`src/rtl/pkt_rx_parser.sv`:
```
// pkt_rx_parser: word-stream packet receiver that parses routing fields and filters echoes.
// Ports:
//   clk, nrst                  clock, asynchronous active-low reset
//   in_valid/in_ready, in_data word handshake and received word
//   in_sop                     marks in_data as a packet header
//   myNodeID                   own node ID; packets sourced by it are dropped
//   newpkt                     one-cycle pulse when the field outputs carry a new packet
//   fPacketType .. fTimeslot   parsed header type and words 1..5 of the last delivered packet
//   channel_clear              medium has been idle for CLEAR_CYCLES cycles
//   rx_error                   one-cycle pulse on abort (early sop or inter-word timeout)
//   pkt_count, drop_count      saturating delivered / dropped packet counts
module pkt_rx_parser #(
    parameter int WORD_WIDTH   = 16,
    parameter int TIMEOUT      = 64,
    parameter int CLEAR_CYCLES = 8
) (
    input  logic                  clk,
    input  logic                  nrst,
    input  logic                  in_valid,
    output logic                  in_ready,
    input  logic [WORD_WIDTH-1:0] in_data,
    input  logic                  in_sop,
    input  logic [WORD_WIDTH-1:0] myNodeID,
    output logic                  newpkt,
    output logic [2:0]            fPacketType,
    output logic [WORD_WIDTH-1:0] sourceID,
    output logic [WORD_WIDTH-1:0] destinationID,
    output logic [WORD_WIDTH-1:0] fHopsFromCH,
    output logic [WORD_WIDTH-1:0] fChosenCH,
    output logic [WORD_WIDTH-1:0] fTimeslot,
    output logic                  channel_clear,
    output logic                  rx_error,
    output logic [7:0]            pkt_count,
    output logic [7:0]            drop_count
);
    localparam int GW = $clog2(TIMEOUT + 1);
    localparam int IW = $clog2(CLEAR_CYCLES + 1);

    typedef enum logic [1:0] {IDLE, FIELDS, SKIP, EMIT} state_t;
    state_t state, state_nx;

    logic                  run;
    logic [2:0]            word_cnt, typ;
    logic [4:0]            len, pay_cnt;
    logic [GW-1:0]         gap;
    logic [IW-1:0]         idle_cnt, idle_nx;
    logic [WORD_WIDTH-1:0] sh_src, sh_dst, sh_hops, sh_ch, sh_ts;
    logic                  acc, busy, hdr, abort, tmo, drop;

    // run holds in_ready low during reset and releases it on the first edge afterwards
    assign in_ready = run && state != EMIT;
    assign acc      = in_valid && in_ready;
    assign busy     = state == FIELDS || state == SKIP;
    assign drop     = sh_src == myNodeID || typ == 3'b111;
    assign idle_nx  = (state == IDLE && !in_valid)
                    ? ((idle_cnt == IW'(CLEAR_CYCLES)) ? idle_cnt : idle_cnt + 1'b1)
                    : '0;

    always_ff @(posedge clk or negedge nrst) begin
        if (!nrst) state <= IDLE;
        else       state <= state_nx;
    end

    always_comb begin
        state_nx = state;
        hdr      = 1'b0;
        abort    = 1'b0;
        tmo      = 1'b0;
        case (state)
            IDLE: if (acc && in_sop) begin
                state_nx = FIELDS;
                hdr      = 1'b1;
            end
            FIELDS, SKIP: begin
                // a fresh header always wins: abort and restart parsing from it
                if (acc && in_sop) begin
                    state_nx = FIELDS;
                    hdr      = 1'b1;
                    abort    = 1'b1;
                end else if (acc) begin
                    if (state == FIELDS && word_cnt == 3'd5)
                        state_nx = (len == 5'd0) ? EMIT : SKIP;
                    else if (state == SKIP && pay_cnt + 5'd1 == len)
                        state_nx = EMIT;
                end else if (gap == GW'(TIMEOUT - 1)) begin
                    // this idle cycle brings the gap to TIMEOUT
                    state_nx = IDLE;
                    tmo      = 1'b1;
                end
            end
            default: state_nx = IDLE;
        endcase
    end

    always_ff @(posedge clk or negedge nrst) begin
        if (!nrst) begin
            run           <= 1'b0;
            word_cnt      <= '0;
            typ           <= '0;
            len           <= '0;
            pay_cnt       <= '0;
            gap           <= '0;
            idle_cnt      <= '0;
            sh_src        <= '0;
            sh_dst        <= '0;
            sh_hops       <= '0;
            sh_ch         <= '0;
            sh_ts         <= '0;
            newpkt        <= 1'b0;
            fPacketType   <= '0;
            sourceID      <= '0;
            destinationID <= '0;
            fHopsFromCH   <= '0;
            fChosenCH     <= '0;
            fTimeslot     <= '0;
            channel_clear <= 1'b0;
            rx_error      <= 1'b0;
            pkt_count     <= '0;
            drop_count    <= '0;
        end else begin
            run           <= 1'b1;
            newpkt        <= 1'b0;
            rx_error      <= abort || tmo;
            idle_cnt      <= idle_nx;
            channel_clear <= idle_nx == IW'(CLEAR_CYCLES);
            gap           <= (busy && !acc) ? gap + 1'b1 : '0;
            if (hdr) begin
                typ      <= in_data[WORD_WIDTH-1 -: 3];
                len      <= in_data[WORD_WIDTH-4 -: 5];
                word_cnt <= 3'd1;
                pay_cnt  <= '0;
            end else if (acc && state == FIELDS) begin
                word_cnt <= word_cnt + 3'd1;
                if (word_cnt == 3'd1) sh_src  <= in_data;
                if (word_cnt == 3'd2) sh_dst  <= in_data;
                if (word_cnt == 3'd3) sh_hops <= in_data;
                if (word_cnt == 3'd4) sh_ch   <= in_data;
                if (word_cnt == 3'd5) sh_ts   <= in_data;
            end else if (acc && state == SKIP) begin
                pay_cnt <= pay_cnt + 5'd1;
            end
            if (state == EMIT) begin
                if (drop) begin
                    drop_count <= drop_count + {7'd0, drop_count != 8'hff};
                end else begin
                    newpkt        <= 1'b1;
                    fPacketType   <= typ;
                    sourceID      <= sh_src;
                    destinationID <= sh_dst;
                    fHopsFromCH   <= sh_hops;
                    fChosenCH     <= sh_ch;
                    fTimeslot     <= sh_ts;
                    pkt_count     <= pkt_count + {7'd0, pkt_count != 8'hff};
                end
            end
        end
    end
endmodule

```
`config.mk`:
```
export PLATFORM = sky130hd
export DESIGN_NAME = pkt_rx_parser
export DESIGN_NICKNAME = d
export VERILOG_FILES = /design/src/rtl/pkt_rx_parser.sv
export SDC_FILE = /design/constraint.sdc
export NUM_CORES = 1
export LEC_CHECK = 0
export CORE_ASPECT_RATIO = 0.75
export CORE_UTILIZATION = 56
export CTS_BUF_LIST = sky130_fd_sc_hd__clkbuf_4 sky130_fd_sc_hd__clkbuf_8
export DETAILED_ROUTE_END_ITERATION = 10
export HOLD_SLACK_MARGIN = 0.15
export PLACE_DENSITY = 0.93
export SYNTH_ARGS = -nofsm -noshare
export SYNTH_HDL_FRONTEND = slang
export SYNTH_SLANG_ARGS = --single-unit
export TNS_END_PERCENT = 20
```
`constraint.sdc`:
```
create_clock -name clk -period 2.6 [get_ports clk]
set_clock_uncertainty 0.2 [all_clocks]
set_input_delay 0.39 -clock clk [delete_from_list [all_inputs] [get_ports clk]]
set_output_delay 0.39 -clock clk [all_outputs]
set_load 0.02 [all_outputs]
```
Yosys cells after proc, flatten, opt, wreduce, memory -nomap -nowiden
Cells that the tools add are included.
Word-level totals
  bits in registers: 212
  bits in latches: 0
  memory bits (writable): 0
  bits in read-only memories: 0
  input port bits: 36
  output and inout bits: 103
  logic and storage cells: 107
  memories: 0
Operators by class
  add/sub/neg operators: 6
  multipliers: 0
  div/mod/pow operators: 0
  magnitude comparators: 0
  equality and inequality tests: 21
  shift-type cells: 0
  multiplexer cells: 25
  bitwise logic cells: 2
  reductions and logical operators: 29
Operator list (count)
  AND reduction 3 bit: 6
  adder 8 x 1 -> 8 bit: 2
  == test 16 bit: 1
  != test 8 bit (second input constant): 2
  2-to-1 mux 5 bit: 3
  2-to-1 mux 2 bit: 6
  2-to-1 mux 1 bit: 10
  == test 3 bit (second input constant): 3
  logical AND 1 bit: 9
  == test 4 bit (second input constant): 2
  2-to-1 mux 4 bit: 2
  adder 7 x 1 -> 7 bit (second input constant): 1
  == test 7 x 6 -> 1 bit (second input constant): 1
  2-to-1 mux 7 bit: 1
  == test 3 x 2 -> 1 bit (second input constant): 2
  2-to-1 mux 3 bit: 2
  AND reduction 2 bit: 3
  adder 5 x 1 -> 5 bit (second input constant): 1
  == test 5 bit: 1
  zero test 5 bit: 1
  != test 5 bit (second input constant): 1
  adder 4 x 1 -> 4 bit (second input constant): 1
  == test 2 bit (second input constant): 2
  != test 2 bit (second input constant): 2
  other kinds (13): 18

Longest topological paths before layout
Gate-level depths: netlist of the first run.
  depth in word-level cells: 8
  gate-level depth with buffers: 9
  depth with buffers taken out: 8

Worst setup path after synthesis of the first run
Ideal clock, no wire load.
  path kind: register to register
  start: register state[0]
  end: register sh_ts[10]
  setup time: 0.125 ns
  data arrival time: 2.125 ns
  data required time: 2.275 ns
  slack: 0.150 ns
  cell stages (with the launch flop): 7
  path buffers: 1
  clock period less this slack: 2.450 ns
  cell sequence: dfrtp_1 -> ha_1 -> nor2b_1 -> nand2_1 -> nor3_2 -> buf_2 -> mux2_2
On the way
  word-level cells in the longest chain between the ends: 8
  elaborated cells on any way between the ends: 13
  those cells by class: eq/ne: 3; mux: 2; bitwise: 1; reduce/logical: 7
Ends and longest elaborated chain
  start, declared: line 40  | state_t state, state_nx;
  start signal, assigned: line 61  | else state <= state_nx;
  != test 2 bit *: line 51  | assign in_ready = run && state != EMIT;
  logical AND 1 bit *: line 51
  net in_ready: line 20  | output logic in_ready,
  logical AND 1 bit *: line 52  | assign acc = in_valid && in_ready;
  logical AND 1 bit: line 70, 76
  2-to-1 mux 1 bit: line 70, 76
  2-to-1 mux 1 bit
  inverter 1 bit (no source line)
  AND reduction 3 bit (no source line) *
  end signal, assigned: line 138  | if (word_cnt == 3'd5) sh_ts <= in_data;
  end, declared: line 47  | logic [WORD_WIDTH-1:0] sh_src, sh_dst, sh_hops, sh_ch, sh_ts;
Mark *: on every way through the listed nets, which the timed path passes. The rest lies on a longest branch.
A chain may end at the register's enable or synchronous reset.

Final worst setup path of the first run
  start: register sh_src[4]
  end: register drop_count[1]
On the way
  word-level cells in the longest chain between the ends: 3
Ends and longest elaborated chain
  start, declared: line 47
  start signal, assigned: line 134  | if (word_cnt == 3'd1) sh_src <= in_data;
  == test 16 bit: line 54  | assign drop = sh_src == myNodeID || typ == 3'b111;
  logical OR 1 bit: line 54
  AND reduction 2 bit (no source line)
  end signal, assigned: line 144  | drop_count <= drop_count + {7'd0, drop_count != 8'hff};
  end, declared: line 34  | output logic [7:0] drop_count
No other way between the ends.

==> results of run 1 <==
## final cells by class
| cell class | instances | area [µm²] | area share |
|---|---|---|---|
| well taps | 205 | 256.5 | 0.02247 |
| flip-flops and latches | 212 | 5305 | 0.4647 |
| clock inverters | 6 | 66.31 | 0.005809 |
| inverters | 12 | 45.04 | 0.003946 |
| repair buffers | 163 | 1690 | 0.1481 |
| clock buffers | 47 | 615.6 | 0.05392 |
| multi-input cells | 360 | 3437 | 0.3011 |
## per-stage QoR
stage          power [mW]  utilization  area, µm²  setup TNS (ns)  setup slack [ns]
6_report            12.33       0.7427      11420               0            0.1006
5_1_grt             12.95       0.7427      11420        -0.01526          -0.01526
4_1_cts             12.39       0.7416      11400               0           0.03051
3_5_place_dp        9.422       0.6962      10700          -21.07           -0.4043
3_3_place_gp        9.174       0.6962      10700          -28.05           -0.3475
2_1_floorplan       7.579            -       8905               0            0.1504
## sequential cells by signal, summed over array words and instances, names as in the netlist, 16 cells and up
| name | flops |
|---|---|
| destinationID | 16 |
| sh_hops | 16 |
| fHopsFromCH | 16 |
| sh_ch | 16 |
| sh_src | 16 |
| fChosenCH | 16 |
| sh_ts | 16 |
| sourceID | 16 |
| fTimeslot | 16 |
| sh_dst | 16 |
## cell families (layout without fill, tap and decap cells)
kind of cell / Yosys count / after routing / share of synthesized area
compound gates: 35 / 35 / 0.02431
xor+xnor: 40 / 40 / 0.03934
fa+ha+maj: 17 / 17 / 0.02389
buf+inv: 37 / 228 / 0.02178
flops: 212 / 212 / 0.5958
mux: 179 / 179 / 0.2424
other cells: 1 / 1 / 0.0004211
simple gates: 88 / 88 / 0.05213
## timing repair
| action | in CTS | in global routing |
|---|---|---|
| gates cloned | 0 | 0 |
| setup endpoints to repair | 1 | 4 |
| pin swaps | 0 | 0 |
| endpoints found under the hold margin | 69 | 0 |
| hold buffers | 1 | 0 |
| resized for setup | 1 | 5 |
## worst min-delay path by stage
stage,to,startpoint,depth (start not counted)
CTS,gap[3]$_DFF_PN0_,nrst,2
floorplan,channel_clear$_DFF_PN0_,nrst,0
global route,sh_ts[15]$_DFFE_PN0P_,nrst,2
detailed placement,sh_ts[15]$_DFFE_PN0P_,nrst,1
global placement,sh_ts[15]$_DFFE_PN0P_,nrst,1
finish,fChosenCH[15]$_DFFE_PN0P_,nrst,2
## synth_stat cells (all sizes together) (2+ instances only)
cell	n	area [µm²]
dfrtp	212	5305
mux2	176	2128
xor2	27	236.5
buf	19	126.4
nand2	18	67.56
ha	17	212.7
nor2	17	63.81
xnor2	13	113.9
a21oi	12	60.06
inv	12	45.04
nand3	10	50.05
nand4	9	56.30
o21ai	9	45.04
and3	7	43.79
and2	6	37.54
clkbuf	6	22.52
nor3	4	25.02
nor4	4	25.02
mux2i	3	30.03
nor2b	3	18.77
a2111oi	2	17.52
or3	2	12.51
or4	2	15.01
## power by group through the flow
stage	Sequential [mW]	Combinational [mW]	Clock, mW
floorplan	5.65	1.93	0
global placement	5.18	4.00	0
detailed placement	5.25	4.17	0
CTS	5.24	4.22	2.93
global route	5.38	4.49	3.08
finish	5.25	4.22	2.86
## metal layers
layer	wire, µm	GRT usage
met4	438	0.07560
met2	9464	0.4135
met3	1112	0.05720
met5	0	0
met1	8735	0.3377
## worst max-delay path: stages, from the launching register on
cell      delay, ns
dfrtp_1        0.43
xor2_1         0.18
nor4_1         0.44
nand4_1        0.22
buf_4          0.20
a21boi_0       0.31
mux2_2         0.39
==> flow_summary.yaml, run 1 <==
run_status:
  status: "finished, final reports clean"
global_routing:
  grt_pass1_vias: 5983
  grt_pass1_wl_mm: 32.02
  grt_start_max_net_pins: 73
  gr-total-overflow: 0
  grt_antenna_before_repair: 0
  grt_usage: 0.2527
synth:
  yosysSeqAreaShare: 0.5958
  synthesis.instances: 609
  async_flop_share: 1.000
  avgSynthCellArea_um2: 14.62
  synth_nets: 662
  yosys_register_bits: 212
  synth_top_flop_cell: "dfrtp_1"
  synth.distinct_cells: 45
  syn_area_um2: 8905
  synth_edf_count: 0
  ys_warn_count: 0
route:
  routedWlPerCell_um: 19.65
  drtIter0Drc: 274
  drtPass1Iterations: 4
  wl_mm: 19.75
  avgViaCountPerCell: 5.557
  ant_nets: 0
  route.detailed.drc: 0
  vias: 5585
clocking:
  cts.clk_slew.worst_paths_ns: 0.07
  cts_setup_buffers: 0
  clk_latency_ns: 0.50
  cts_buffer_depth: 3
  htreeDepth: 2
  cts_tree: "done"
  cts_buffers: 34
  clock_sinks: 212
  root_buffer: "clkbuf_8"
power:
  power.switching_mw: 3.966
  powerDensity_nw_per_um2: 1080
  switching_share: 0.3217
  clkPwrFrac: 0.232
  seq_power_share: 0.426
  p_int_mw: 8.362
  pwr-share-comb: 0.342
  p_leak_nw: 5.267
  ir_worst_vdd_mv: 0.8323
worst_setup_path:
  regToRegEndpoint: "drop_count[1]$_DFFE_PN0P_"
  critPathLaunchType: "flop"
  crit_path_end: "drop_count[1]$_DFFE_PN0P_"
  reg2reg_slack_ns: 0.10
  crit_type: "flop to flop"
  rr_worst_depth: 6
  startpoint: "sh_src[4]$_DFFE_PN0P_"
  endpoint_kind: "flop"
  cp.arrival_ns: 2.67
  reg2reg_from: "sh_src[4]$_DFFE_PN0P_"
  cp_max_fo: 4
  cp.required_ns: 2.77
sta:
  maxSlewHeadroom: 0.6075
  layout_min_cycle_time_ns: 2.499
  setup_violations: 0
  max_clock_freq_mhz: 400.1
  tightest_slew_ns: 0.5888
  period_share: 0.9613
  worst_hold_slack_ns: 0.2623
  slew_violations: 0
  hold_viol_final: 0
  rsz0062_at_grt: "yes"
place:
  dp_hpwl_mm: 13.60
  io_buffers: 138
  dp_cells: 951
  gp_congestion: 0.8393
cells_and_area:
  drive_above_1_share: 0.3225
  diodes: 0
  final_cell_mix: "dfrtp_1 (212), mux2_2 (137), clkdlybuf4s50_1 (136)"
  final_nets: 836
  area_delta_synth_final_pct: 28.20
  nFillCells: 942
  final_common_cell: "dfrtp_1"
  fin_cells: 1005
floorplanning:
  rows: 39
  initial_core_util: 0.5793
  core_um2: 15370
  die_x_um: 147.6
  ios: 139
  fp.dieH_um: 111.2
  die-area_um2: 16420
flow_run:
  cap_violations: 0
worst_hold_path:
  hp-class: "primary input to asynchronous set/reset pin"
Power figures use the tool's default switching activity.
==> run 2, diff against run 1 <==
CORE_MARGIN = 1.5   (was unset)
CORE_UTILIZATION = 54   (was 56)
CTS_BUF_LIST = unset   (was sky130_fd_sc_hd__clkbuf_4 sky130_fd_sc_hd__clkbuf_8)
PLACE_DENSITY = 0.9   (was 0.93)
==> run 2 against run 1 <==
Utilization shrank 3.2 points. Cell count shrank 1.1%. Non-clock buffer count grew 2. Sequential share of layout area is essentially flat. Die area grew 5.3%. Combinational power is essentially flat. Worst hold slack gained 0.012 ns. Via count shrank 0.91%. Cell area is essentially flat. Count of clock-buffer cells in the layout shrank 19. Total power grew 0.23%. Clock power is essentially flat. Critical path type unchanged.
==> flow_summary.yaml, run 2 (synthesis results as in run 1) <==
sta:
  setup_violations: 0
  worst_hold_slack_ns: 0.2741
  maxSlewHeadroom: 0.5975
  period_share: 0.9644
  layout_min_cycle_time_ns: 2.507
  tightest_slew_ns: 0.6038
  slew_violations: 0
  max_clock_freq_mhz: 398.8
  hold_viol_final: 0
route:
  routedWlPerCell_um: 20.06
  wl_mm: 19.94
  avgViaCountPerCell: 5.567
  ant_nets: 0
  route.detailed.drc: 0
  drtPass1Iterations: 4
  vias: 5534
  drtIter0Drc: 168
global_routing:
  grt_antenna_before_repair: 0
  grt_usage: 0.2396
  grt_pass1_vias: 5974
  grt_start_max_net_pins: 72
  gr-total-overflow: 0
  grt_pass1_wl_mm: 32.07
place:
  gp_congestion: 0.8724
  io_buffers: 138
  dpl-instance-area_um2: 10740
  dp_hpwl_mm: 13.91
  dp_cells: 958
floorplanning:
  rows: 40
  die-area_um2: 17280
  core_um2: 16070
  ios: 139
  die_x_um: 151.3
  fp.dieH_um: 114.2
  initial_core_util: 0.5543
power:
  ir_worst_vdd_mv: 0.6707
  p_total_mw: 12.36
  powerDensity_nw_per_um2: 1082
  p_leak_nw: 5.253
clocking:
  cts_buffers: 20
  root_buffer: "clkbuf_16"
  clk_latency_ns: 0.49
  cts.clk_slew.worst_paths_ns: 0.06
  cts_setup_buffers: 0
  cts_buffer_depth: 3
  cts_tree: "done"
  htreeDepth: 1
  clock_sinks: 212
cells_and_area:
  area_delta_synth_final_pct: 28.19
  fin_area_um2: 11410
  final_nets: 824
  drive_above_1_share: 0.3061
  final_common_cell: "dfrtp_1"
  final_cell_mix: "dfrtp_1 (211), mux2_2 (137), clkdlybuf4s50_1 (136)"
  utilization: 0.7105
  fin_cells: 994
  diodes: 0
worst_hold_path:
  hp-class: "flop to flop"
worst_setup_path:
  cp.arrival_ns: 2.68
  endpoint_kind: "flop"
  crit_type: "flop to flop"
  cp.required_ns: 2.77
  critPathLaunchType: "flop"
  cp_max_fo: 6
flow_run:
  cap_violations: 0
run_status:
  status: "finished, final reports clean"
run 2: cell count changes in the layout (fill, tap and decap cells not counted), moves of 2 or more:
cell,before,now
clkbuf_16,0,21
clkbuf_4,5,0
clkbuf_1,0,3
clkbuf_8,43,5
clkinvlp_4,3,1
clkinv_2,1,5
run 2: routing by layer:
| layer | track usage | part of all wire | up-vias |
|---|---|---|---|
| met5 | 0 | 0 | - |
| met4 | 0.05825 | 0.021 | 0 |
| met3 | 0.04900 | 0.054 | 39 |
| met2 | 0.3955 | 0.49 | 162 |
| met1 | 0.3273 | 0.44 | 2865 |
| li1 | - | - | 2468 |
run 2: path summary, 6_finish.rpt:
| check | to | cells past startpoint | slack, ns | startpoint |
|---|---|---|---|---|
| min in group asynchronous | sh_ch[15]$_DFFE_PN0P_ | 2 | 0.29 | nrst |
| max in group asynchronous | pay_cnt[0]$_DFFE_PN0P_ | 3 | 1.23 | nrst |
| min | gap[0]$_DFF_PN0_ | 1 | 0.27 | gap[0]$_DFF_PN0_ |
| min reg2reg | gap[0]$_DFF_PN0_ | 1 | 0.27 | gap[0]$_DFF_PN0_ |
| max | state[1]$_DFFE_PN0P_ | 6 | 0.09 | pay_cnt[0]$_DFFE_PN0P_ |
| max reg2reg | state[1]$_DFFE_PN0P_ | 6 | 0.09 | pay_cnt[0]$_DFFE_PN0P_ |
run 2: where the power goes:
part	switching [mW]	internal (mW)
logic	1.90	2.32
clock network	1.20	1.69
registers	0.831	4.42
total	3.92	8.43
run 2: cell type report:
| cell class | instances | area, µm² |
|---|---|---|
| Clock buffer | 28 | 591.8 |
| Clock inverter | 7 | 62.56 |
| Timing Repair Buffer | 165 | 1718 |
| Sequential cell | 212 | 5306 |
| Tap cell | 210 | 262.8 |
| Multi-Input combinational cell | 360 | 3428 |
| Inverter | 12 | 45.04 |
| Fill cell | 1019 | 4651 |
run 2: timing repair:
action                                  CTS  global route
endpoints found under the setup margin    0             3
hold buffers                              1             0
gates resized for setup                   0             6
hold endpoints to repair                 65             0
run 2: stage by stage:
step | setup TNS, ns | setup slack (ns)
floorplan | 0 | 0.1504
detailed placement | -5.206 | -0.2045
CTS | 0 | 0.04355
finish | 0 | 0.09261
global route | -0.02228 | -0.02228
global placement | -1.055 | -0.04548
run 2: worst max-delay path, cell delays in order, from the launching register on:
cell and delay (ns):
dfrtp_2 0.45, ha_2 0.31, xor2_1 0.17, a2111oi_1 0.40
o211ai_1 0.20, a31oi_2 0.28, mux2_2 0.38
==> run 3, diff against run 2 <==
CORE_UTILIZATION = 56   (was 54)
PLACE_DENSITY = 0.93   (was 0.9)
SETUP_SLACK_MARGIN = 0.02   (was unset)
clock period = 3.2 ns   (was 2.6 ns; I/O delays follow)
==> run 3 against run 2 <==
Global-route usage increased by 0.33 points. Critical endpoint is now in_ready. Sequential power decreased by 18%. Largest cell class unchanged. Cell count decreased by 1.3%.
==> flow_summary.yaml, run 3 (synthesis results as in run 1) <==
route:
  wl_mm: 19.62
  routedWlPerCell_um: 20.00
  drtPass1Iterations: 4
  vias: 5495
  ant_nets: 0
  avgViaCountPerCell: 5.601
  route.detailed.drc: 0
  drtIter0Drc: 222
place:
  dp_hpwl_mm: 13.57
  gp_congestion: 0.8728
  io_buffers: 138
sta:
  rsz0062_at_grt: "no"
  tightest_slew_ns: 0.5691
  slew_violations: 0
  max_clock_freq_mhz: 376.5
  setup_violations: 0
  fin_tns_setup_ns: 0
  layout_min_cycle_time_ns: 2.656
  hold_viol_final: 0
  worst_hold_slack_ns: 0.2825
  period_share: 0.8299
  maxSlewHeadroom: 0.6206
worst_setup_path:
  cp.required_ns: 2.52
  critPathLaunchType: "flop"
  cp.arrival_ns: 1.98
  crit_type: "flop to primary output"
  cp_slowest_stage_delay_ns: 0.64
  critPathTopFamily: "buffers and inverters"
  path_depth: 3
  cp.buffers_inverters: 1
  cpMaxStageDelayCell: "clkdlybuf4s50_1"
  endpoint_kind: "primary output"
  rr_worst_depth: 6
  cp_max_fo: 4
  path_cells: "ha_1 -> nor2b_1 -> clkdlybuf4s50_1"
worst_hold_path:
  worstHoldPathCells: 1
  hp-class: "flop to flop"
global_routing:
  grt_pass1_vias: 5955
  gr-total-overflow: 0
  grt_antenna_before_repair: 0
  grt_usage: 0.2429
  grt_pass1_wl_mm: 31.93
  grt_start_max_net_pins: 70
cells_and_area:
  final_cell_mix: "dfrtp_1 (212), mux2_2 (137), clkdlybuf4s50_1 (137)"
  diodes: 0
  utilization: 0.7326
  final_common_cell: "dfrtp_1"
  area_delta_synth_final_pct: 26.46
  final_nets: 817
  drive_above_1_share: 0.2990
clocking:
  cts_setup_buffers: 0
  cts.clk_slew.worst_paths_ns: 0.06
  cts_buffer_depth: 3
  clk_latency_ns: 0.50
  cts_buffers: 20
  cts_tree: "done"
  clock_sinks: 212
  htreeDepth: 1
  cts_resized: 0
  root_buffer: "clkbuf_16"
  ctsHoldBuffers: 1
floorplanning:
  core_um2: 15370
  ios: 139
  die-area_um2: 16670
  rows: 39
  initial_core_util: 0.5793
  fp.dieH_um: 112.2
  die_x_um: 148.6
flow_run:
  cap_violations: 0
power:
  switching_share: 0.3189
  power.switching_mw: 3.202
  p_leak_nw: 5.204
  p_total_mw: 10.04
  p_int_mw: 6.839
  seq_power_share: 0.426
  ir_worst_vdd_mv: 0.5165
  clkPwrFrac: 0.238
  pwr-share-comb: 0.336
  powerDensity_nw_per_um2: 891.6
run_status:
  status: "finished, final reports clean"
==> run 3: changes by cell type in the layout (fill, tap and decap cells not counted), moves of 2 or more <==
cell / change
a2111oi_0: +2
a2111oi_1: -2
buf_12: -7
clkbuf_1: -3
clkbuf_8: -2
clkinv_2: +3
==> run 3: final cells by class <==
class / count / area (µm²)
sequential: 212 / 5305
inverter: 12 / 45.04
fill: 964 / 4110
tap: 205 / 256.5
multi-input combinational: 360 / 3417
clock inverter: 11 / 108.9
clock buffer: 23 / 553.0
timing repair buffer: 158 / 1575
==> run 3: per-stage QoR <==
step	worst slack, ns	cell area (µm²)	std cells
2_1_floorplan	0.7504	8905	609
3_3_place_gp	0.2241	10590	946
6_report	0.5443	11260	981
5_1_grt	0.4717	11260	981
4_1_cts	0.5095	11260	981
3_5_place_dp	0.1015	10590	946
==> run 3: path summary, 6_finish.rpt <==
path | endpoint | slack, ns | start
max | in_ready | 0.54 | state[1]$_DFFE_PN0P_
min reg2reg | gap[0]$_DFF_PN0_ | 0.28 | gap[0]$_DFF_PN0_
max in group asynchronous | sourceID[6]$_DFFE_PN0P_ | 1.70 | nrst
min in group asynchronous | sh_ts[15]$_DFFE_PN0P_ | 0.35 | nrst
min | gap[0]$_DFF_PN0_ | 0.28 | gap[0]$_DFF_PN0_
max reg2reg | state[1]$_DFFE_PN0P_ | 0.58 | pay_cnt[0]$_DFFE_PN0P_
==> run 3: power groups by stage <==
stage | Combinational, mW | Clock [mW] | Sequential (mW)
finish | 3.37 | 2.39 | 4.28
global placement | 3.21 | 0 | 4.22
CTS | 3.39 | 2.42 | 4.27
floorplan | 1.57 | 0 | 4.59
detailed placement | 3.36 | 0 | 4.29
global route | 3.59 | 2.53 | 4.39
==> run 3: metal layers <==
| layer | routed length (µm) | track usage | up-vias |
|---|---|---|---|
| li1 | - | - | 2451 |
| met1 | 8747 | 0.3400 | 2848 |
| met2 | 9316 | 0.3978 | 157 |
| met3 | 1094 | 0.04268 | 39 |
| met4 | 459 | 0.06271 | 0 |
| met5 | 0 | 0 | - |
==> run 3: worst register-to-register path: stages, from the launching register on <==
cell and delay (ns):
dfrtp_1 0.45, ha_1 0.36, xor2_1 0.18, a2111oi_0 0.40, o211ai_1 0.19, a31oi_1 0.33
mux2_2 0.38
